`src/rtl/pe_mac_param.sv`:
```
// Parametrised output-stationary systolic PE: forwards operands east/south and
// sums K_DEPTH products per tile. Define PE_SAT_EN for saturating sums + sticky ovf_out.
module pe_mac_param #(
   parameter int DATA_W  = 8,
   parameter int ACC_W   = 32,
   parameter int K_DEPTH = 8
) (
   input  logic              clk,
   input  logic              reset,
   input  logic              valid_in,
   input  logic              signed_mode,
   input  logic              flush,
   input  logic [DATA_W-1:0] a_in,
   input  logic [DATA_W-1:0] b_in,
   output logic [DATA_W-1:0] a_out,
   output logic [DATA_W-1:0] b_out,
   output logic              valid_out,
   output logic [ACC_W-1:0]  y_out,
   output logic              y_valid,
   output logic              ovf_out
);

   localparam int CNT_W = $clog2(K_DEPTH + 1);

   typedef enum logic {IDLE, ACCUM} state_e;

   state_e               state_q;
   logic [CNT_W-1:0]     count_q;
   logic [ACC_W-1:0]     acc_q;
   logic [ACC_W-1:0]     y_q;
   logic [DATA_W-1:0]    a_q;
   logic [DATA_W-1:0]    b_q;
   logic                 valid_q;
   logic                 y_valid_q;

   logic [2*DATA_W-1:0]  a_ext;
   logic [2*DATA_W-1:0]  b_ext;
   logic [2*DATA_W-1:0]  prod;
   logic signed [2*DATA_W:0] prod_x;
   logic [ACC_W-1:0]     sum_d;
   logic                 close_d;
   logic                 drain_d;

`ifdef PE_SAT_EN
   localparam logic signed [ACC_W+1:0] SAT_MAX = {3'b000, {(ACC_W-1){1'b1}}};
   localparam logic signed [ACC_W+1:0] SAT_MIN = {3'b111, {(ACC_W-1){1'b0}}};
   logic signed [ACC_W+1:0] sum_w;
   logic                    sat_d;
   logic                    ovf_q;
`endif

   // NOTE: every signal written here gets a value on every path, so no latch is inferred.
   always_comb begin
      // Extending by the mode bit lets one multiplier serve both signed and unsigned operands.
      a_ext  = {{DATA_W{signed_mode & a_in[DATA_W-1]}}, a_in};
      b_ext  = {{DATA_W{signed_mode & b_in[DATA_W-1]}}, b_in};
      prod   = a_ext * b_ext;
      prod_x = {signed_mode & prod[2*DATA_W-1], prod};
`ifdef PE_SAT_EN
      sum_w = (ACC_W+2)'($signed(acc_q)) + (ACC_W+2)'(prod_x);
      sat_d = 1'b0;
      sum_d = sum_w[ACC_W-1:0];
      if (sum_w > SAT_MAX) begin
         sum_d = SAT_MAX[ACC_W-1:0];
         sat_d = 1'b1;
      end else if (sum_w < SAT_MIN) begin
         sum_d = SAT_MIN[ACC_W-1:0];
         sat_d = 1'b1;
      end
`else
      sum_d = acc_q + ACC_W'(prod_x);
`endif
   end

   assign close_d = valid_in & (flush | (count_q == CNT_W'(K_DEPTH - 1)));
   assign drain_d = ~valid_in & flush & (state_q == ACCUM);

   // NOTE: non-blocking assignments so every register samples pre-edge values.
   always_ff @(posedge clk or posedge reset) begin
      if (reset) begin
         state_q   <= IDLE;
         count_q   <= '0;
         acc_q     <= '0;
         y_q       <= '0;
         a_q       <= '0;
         b_q       <= '0;
         valid_q   <= 1'b0;
         y_valid_q <= 1'b0;
      end else begin
         valid_q   <= valid_in;
         y_valid_q <= 1'b0;
         if (valid_in) begin
            a_q <= a_in;
            b_q <= b_in;
         end
         if (close_d) begin
            y_q       <= sum_d;
            y_valid_q <= 1'b1;
            acc_q     <= '0;
            count_q   <= '0;
            state_q   <= IDLE;
         end else if (valid_in) begin
            acc_q   <= sum_d;
            count_q <= count_q + CNT_W'(1);
            state_q <= ACCUM;
         end else if (drain_d) begin
            y_q       <= acc_q;
            y_valid_q <= 1'b1;
            acc_q     <= '0;
            count_q   <= '0;
            state_q   <= IDLE;
         end
      end
   end

`ifdef PE_SAT_EN
   always_ff @(posedge clk or posedge reset) begin
      if (reset)                 ovf_q <= 1'b0;
      else if (valid_in & sat_d) ovf_q <= 1'b1;
   end
   assign ovf_out = ovf_q;
`else
   assign ovf_out = 1'b0;
`endif

   assign a_out     = a_q;
   assign b_out     = b_q;
   assign valid_out = valid_q;
   assign y_out     = y_q;
   assign y_valid   = y_valid_q;

endmodule

```
`config.mk`:
```
export PLATFORM = sky130hd
export DESIGN_NAME = pe_mac_param
export DESIGN_NICKNAME = d
export VERILOG_FILES = /design/src/rtl/pe_mac_param.sv
export SDC_FILE = /design/constraint.sdc
export NUM_CORES = 1
export LEC_CHECK = 0
export ABC_AREA = 1
export ABC_CLOCK_PERIOD_IN_PS = 3560
export BUFFER_PORTS_ARGS = -buffer_cell sky130_fd_sc_hd__buf_2
export CORE_ASPECT_RATIO = 1.1
export CORE_UTILIZATION = 40
export DETAILED_ROUTE_END_ITERATION = 8
export PLACE_DENSITY = 0.67
export SYNTH_ARGS = -nofsm -noshare
export SYNTH_HDL_FRONTEND = slang
export SYNTH_SLANG_ARGS = --single-unit
```
`constraint.sdc`:
```
create_clock -name clk -period 3.56 [get_ports clk]
set_input_delay 0 -clock clk [delete_from_list [all_inputs] [get_ports clk]]
set_output_delay 0 -clock clk [all_outputs]
set_load 0.005 [all_outputs]
```
# Word level (Yosys, flattened, before mapping)
# Cells that the tools add are included.
[op_classes] add_sub_neg=2 mul=1 div_mod_pow=0 n_lt_le_gt_ge=0 n_eq_ne=2 shift=0 n_mux=15 n_bitwise=8 n_reduce_logical=3
[ops] operator="$mux 32" count=6
[ops] operator="$add 32x32->32" count=1
[ops] operator="$mul 9x9->16" count=1
[ops] operator="$mux 4" count=3
[ops] operator="$and 1x1->1" count=6
[ops] operator="$mux 1" count=6
[ops] operator="$add 4x1->4 const B" count=1
[ops] operator="$eq 4x3->1 const B" count=1
[ops] operator="$reduce_bool 3->1" count=1
[ops] operator="$ne 2x1->1 const B" count=1
[ops] operator="$reduce_and 2->1" count=1
[ops] operator="$reduce_bool 2->1" count=1
[ops] operator="$not 1->1" count=1
[ops] operator="$or 1x1->1" count=1
[totals] reg_bits=87 latch_bits=0 ram_bits=0 romBits=0 inputBits=21 output_inout_bits=51 wordCells=39 n_memories=0

# Longest topological paths before layout
[logic_depth] word_depth=6 ltp_mapped=41 mapped_depth_nobuf=39

# Worst setup path before layout
# No wires, ideal clock.
[synth_timing] kind="input to register" start="in signed_mode" end="reg y_q[22] (netlist: y_out[22])" setup_ns=0.120 arrival_ns=6.344 t_required_ns=3.440 setup_slack_ns=-2.905 cell_stages=40 n_path_buf=2 cell_sequence="buf_6 clkbuf_1 nand2_1 nor2_1 inv_1 fa_1 inv_1 fa_1 fa_1 fa_1 inv_1 fa_1 inv_1 ha_1 nand2_1 nor2_1 nand2_1 nand3_1 [4 not listed] ha_1 a21oi_1 inv_1 a21oi_1 a21boi_0 nand2_1 nand2_1 o21ai_1 nand2_1 nand2_1 nand2_1 nand2_1 nand2_1 nand2_1 nand2_1 nand2_1 o21ai_1 nand2_1"
[synth_via] elab_chain_cells=5 word_cells_on_any_way=6 cone_classes="1 x add/sub; 1 x mul; 1 x mux; 3 x bitwise"
[synth_lines] element="from (decl)" line="11" source="input logic signed_mode,"
[synth_lines] element="$and 1x1->1 (on tied branches)" line="55, 56"
[synth_lines] element="$mul 9x9->16" line="57" source="prod = a_ext * b_ext;"
[synth_lines] element="$and 1x1->1" line="58" source="prod_x = {signed_mode & prod[2*DATA_W-1], prod};"
[synth_lines] element="$add 32x32->32 *" line="71" source="sum_d = acc_q + ACC_W'(prod_x);"
[synth_lines] element="$mux 32 *" line="96" source="if (close_d) begin"
[synth_lines] element="to (signal assigned)" line="97" source="y_q <= sum_d;"
[synth_lines] element="to (signal assigned)" line="107" source="y_q <= acc_q;"
[synth_lines] element="to (decl)" line="30" source="logic [ACC_W-1:0] y_q;"
# Mark *: on every way between the ends. The rest lies on a longest branch, timed or not.
# A chain may end at the register's enable or synchronous reset.

# Worst setup path in the final report
# Ends and elaborated chain as after synthesis.

==> reports/results.ini <==
[status]
status = complete, but fails checks
violations = setup timing

[timing]
clock_skew_ps = 8.58
timing.final.crit_share = 1.60
rsz0062_at_grt = yes
worst_pin_slew_ps = 1050
relSlewSlack = 0.302
hold_violations = 0
hold_ws_ps = 11.1
fin_crit_ps = 5690
setup_slack_ps = -2130
slew_viol_final = 0
finalSetupViolations = 52
max_freq_mhz = 176

[placed_design]
dpl.hpwl_mm = 18.0
dp_slack_ps = -2450
placedCellCount = 1655
place_congestion = 0.959
io_buffer_count = 70
place_area_um2 = 10500

[yosys]
synth_area_um2 = 8540
synth_fa_ha_area_frac = 0.225
synth_compound_area_frac = 0.117
syn_area_per_cell_um2 = 7.26
yosys.area.top_type = dfrtp_1
seq_area_frac_synth = 0.255
ys.flop_type = dfrtp_1
synth-edff-count = 0
synth_top_family_by_area = simple AND/OR/NAND/NOR gates
netlist.area_leader.share = 0.255
syn_inst = 1177
ys_async_sr_fraction = 1.00
yosys.area_share.simple = 0.249
synth_xor_area_frac = 0.0297
synth_warnings = 0
synth.top_cells.by_area = dfrtp_1 (25%), fa_1 (15%), nand2_1 (15%), inv_1 (9.8%), ha_1 (7.5%)
syn_nets = 1313
synth_cell_types = 40
synth.area.mux_share = 0
synth_most_common_cell = nand2_1
ys_ff_latch = 87
synthTopCellsByCount = nand2_1 (336), inv_1 (222), dfrtp_1 (87)

[routing]
drt_iter0_drc = 497
wl_mm = 26.0
num_vias = 8513
post_drt_via_cell_ratio = 4.97
drc = 0
wl_per_cell_um = 15.2
ant_nets = 0
dr.pass1.iters = 5

[finish]
stdcell_count = 1714
syn_to_final_growth_pct = 46.0
drive_gt1_frac = 0.390
final_nets = 1560
antennaDiodeCount = 0
design_area_um2 = 12500
fill_cells = 1789

[worst_setup_path]
path_common_cell = nand2_2
worst-path-max-fanout = 4
startpoint_type = primary input
critPathSlowestCell = fa_1
crit_type = in -> reg
cp.required_ps = 3810
max_stage_delay_ps = 550
end_kind = flip-flop
arrival_ps = 5940

[worst_hold_path]
holdCritPathClass = in -> reg

[clock_tree]
cts_root_buf = clkbuf_16
cts_max_level = 3
clk_pin_slew_ps = 70
cts_tree = yes
clock-sinks = 87
clockBufferDepth = 2
clk_latency_ps = 360
numCtsBuffers = 9

[global_route]
grt_overflow = 0
antenna_found_initial = 0
grt_usage = 0.246
first_global_vias = 8711
grt_pass1_wl_mm = 42.5
grt_max_degree = 54

[run]
maxCapViolCount = 0

[floorplanning]
initial_utilization = 0.411
die_area_um2 = 21900
die_height_um = 155
core_area_um2 = 20800
std_cell_rows = 55
die_w_um = 141
ios = 72

## worst max-delay path: cells and delay by family
kind            cells  cell delay, ps
fa+ha+maj           7            2990
compound gates      9            1220
simple gates       13            1000
buf+inv             8             540
xor+xnor            1             180
## final timing paths
| path | slack [ps] | endpoint | startpoint | cells past startpoint |
|---|---|---|---|---|
| setup / recovery | -2130 | y_out[22]$_DFFE_PP0P_ | signed_mode | 38 |
| hold / removal | 10 | a_out[2]$_DFFE_PP0P_ | a_in[2] | 4 |
| setup reg to reg | 620 | acc_q[22]$_DFFE_PP0P_ | acc_q[0]$_DFFE_PP0P_ | 20 |
| hold reg to reg | 470 | a_out[4]$_DFFE_PP0P_ | a_out[4]$_DFFE_PP0P_ | 2 |
| max in group asynchronous | 2440 | b_out[6]$_DFFE_PP0P_ | reset | 4 |
| min in group asynchronous | 280 | y_out[30]$_DFFE_PP0P_ | reset | 3 |
## per-layer routing
layer	wire [um]	part of all wire	vias to the layer above	track usage
met3	1320	0.051	58	0.0425
met5	0	0	-	0
met4	721	0.028	0	0.0895
met2	13200	0.51	220	0.428
met1	10800	0.41	4084	0.305
li1	-	-	4151	-
## cell usage in the layout (no fill, tap or decap), drive strengths merged, types with 3 or more instances in the layout
| cell | synthesis | final |
|---|---|---|
| a21oi | 60 | 60 |
| o21ai | 81 | 81 |
| xor2 | 20 | 20 |
| nand2 | 354 | 354 |
| clkinv | 0 | 3 |
| dfrtp | 87 | 87 |
| o21a | 7 | 7 |
| clkbuf | 33 | 10 |
| nand4 | 14 | 14 |
| inv | 229 | 231 |
| o21bai | 7 | 7 |
| o211ai | 4 | 4 |
| buf | 10 | 272 |
| xnor2 | 9 | 9 |
| ha | 51 | 51 |
| o41ai | 10 | 10 |
| nor2 | 54 | 54 |
| dlygate4sd3 | 0 | 6 |
| fa | 64 | 64 |
| nor3 | 6 | 6 |
| nand3 | 64 | 65 |
## state kept, by name (all words and copies together), names as in the netlist
register and cells:
acc_q 32, y_out 32, a_out 8, b_out 8
count_q 4, state_q 1, valid_out 1, y_valid 1
## kinds of logic (layout without fill, tap and decap cells)
logic type / Yosys count / count (layout)
XOR/XNOR: 29 / 29
buffers and inverters: 272 / 523
adder cells (fa/ha/maj): 115 / 115
flip-flops: 87 / 87
AO/OA/AOI/OAI: 179 / 179
AND/OR/NAND/NOR: 494 / 495
other: 1 / 1
## cell type report
| cell class | instances | area [um^2] | area share |
|---|---|---|---|
| clock buffers | 10 | 239 | 0.0192 |
| clock inverters | 6 | 76.3 | 0.00612 |
| inverters | 229 | 878 | 0.0704 |
| multi-input cells | 819 | 6600 | 0.529 |
| flip-flops and latches | 87 | 2180 | 0.174 |
| well taps | 285 | 357 | 0.0286 |
| repair buffers | 278 | 2150 | 0.172 |
## timing repair
item	4_1_cts	5_1_grt
endpoints found under the hold margin	40	0
gates resized for setup	183	133
endpoints found under the setup margin	52	53
cloned	1	0
buffers inserted	46	17
hold buffers	6	0
pin swaps	99	106
## metrics by stage
stage,setup TNS (ps),utilization
2_1_floorplan,-86020,-
3_3_place_gp,-104290,0.507
3_5_place_dp,-107770,0.507
4_1_cts,-80600,0.574
5_1_grt,-99370,0.600
6_report,-84950,0.600
Power is not shown: default switching activity piles up to over one toggle a cycle in this logic, so the estimate is an artifact.
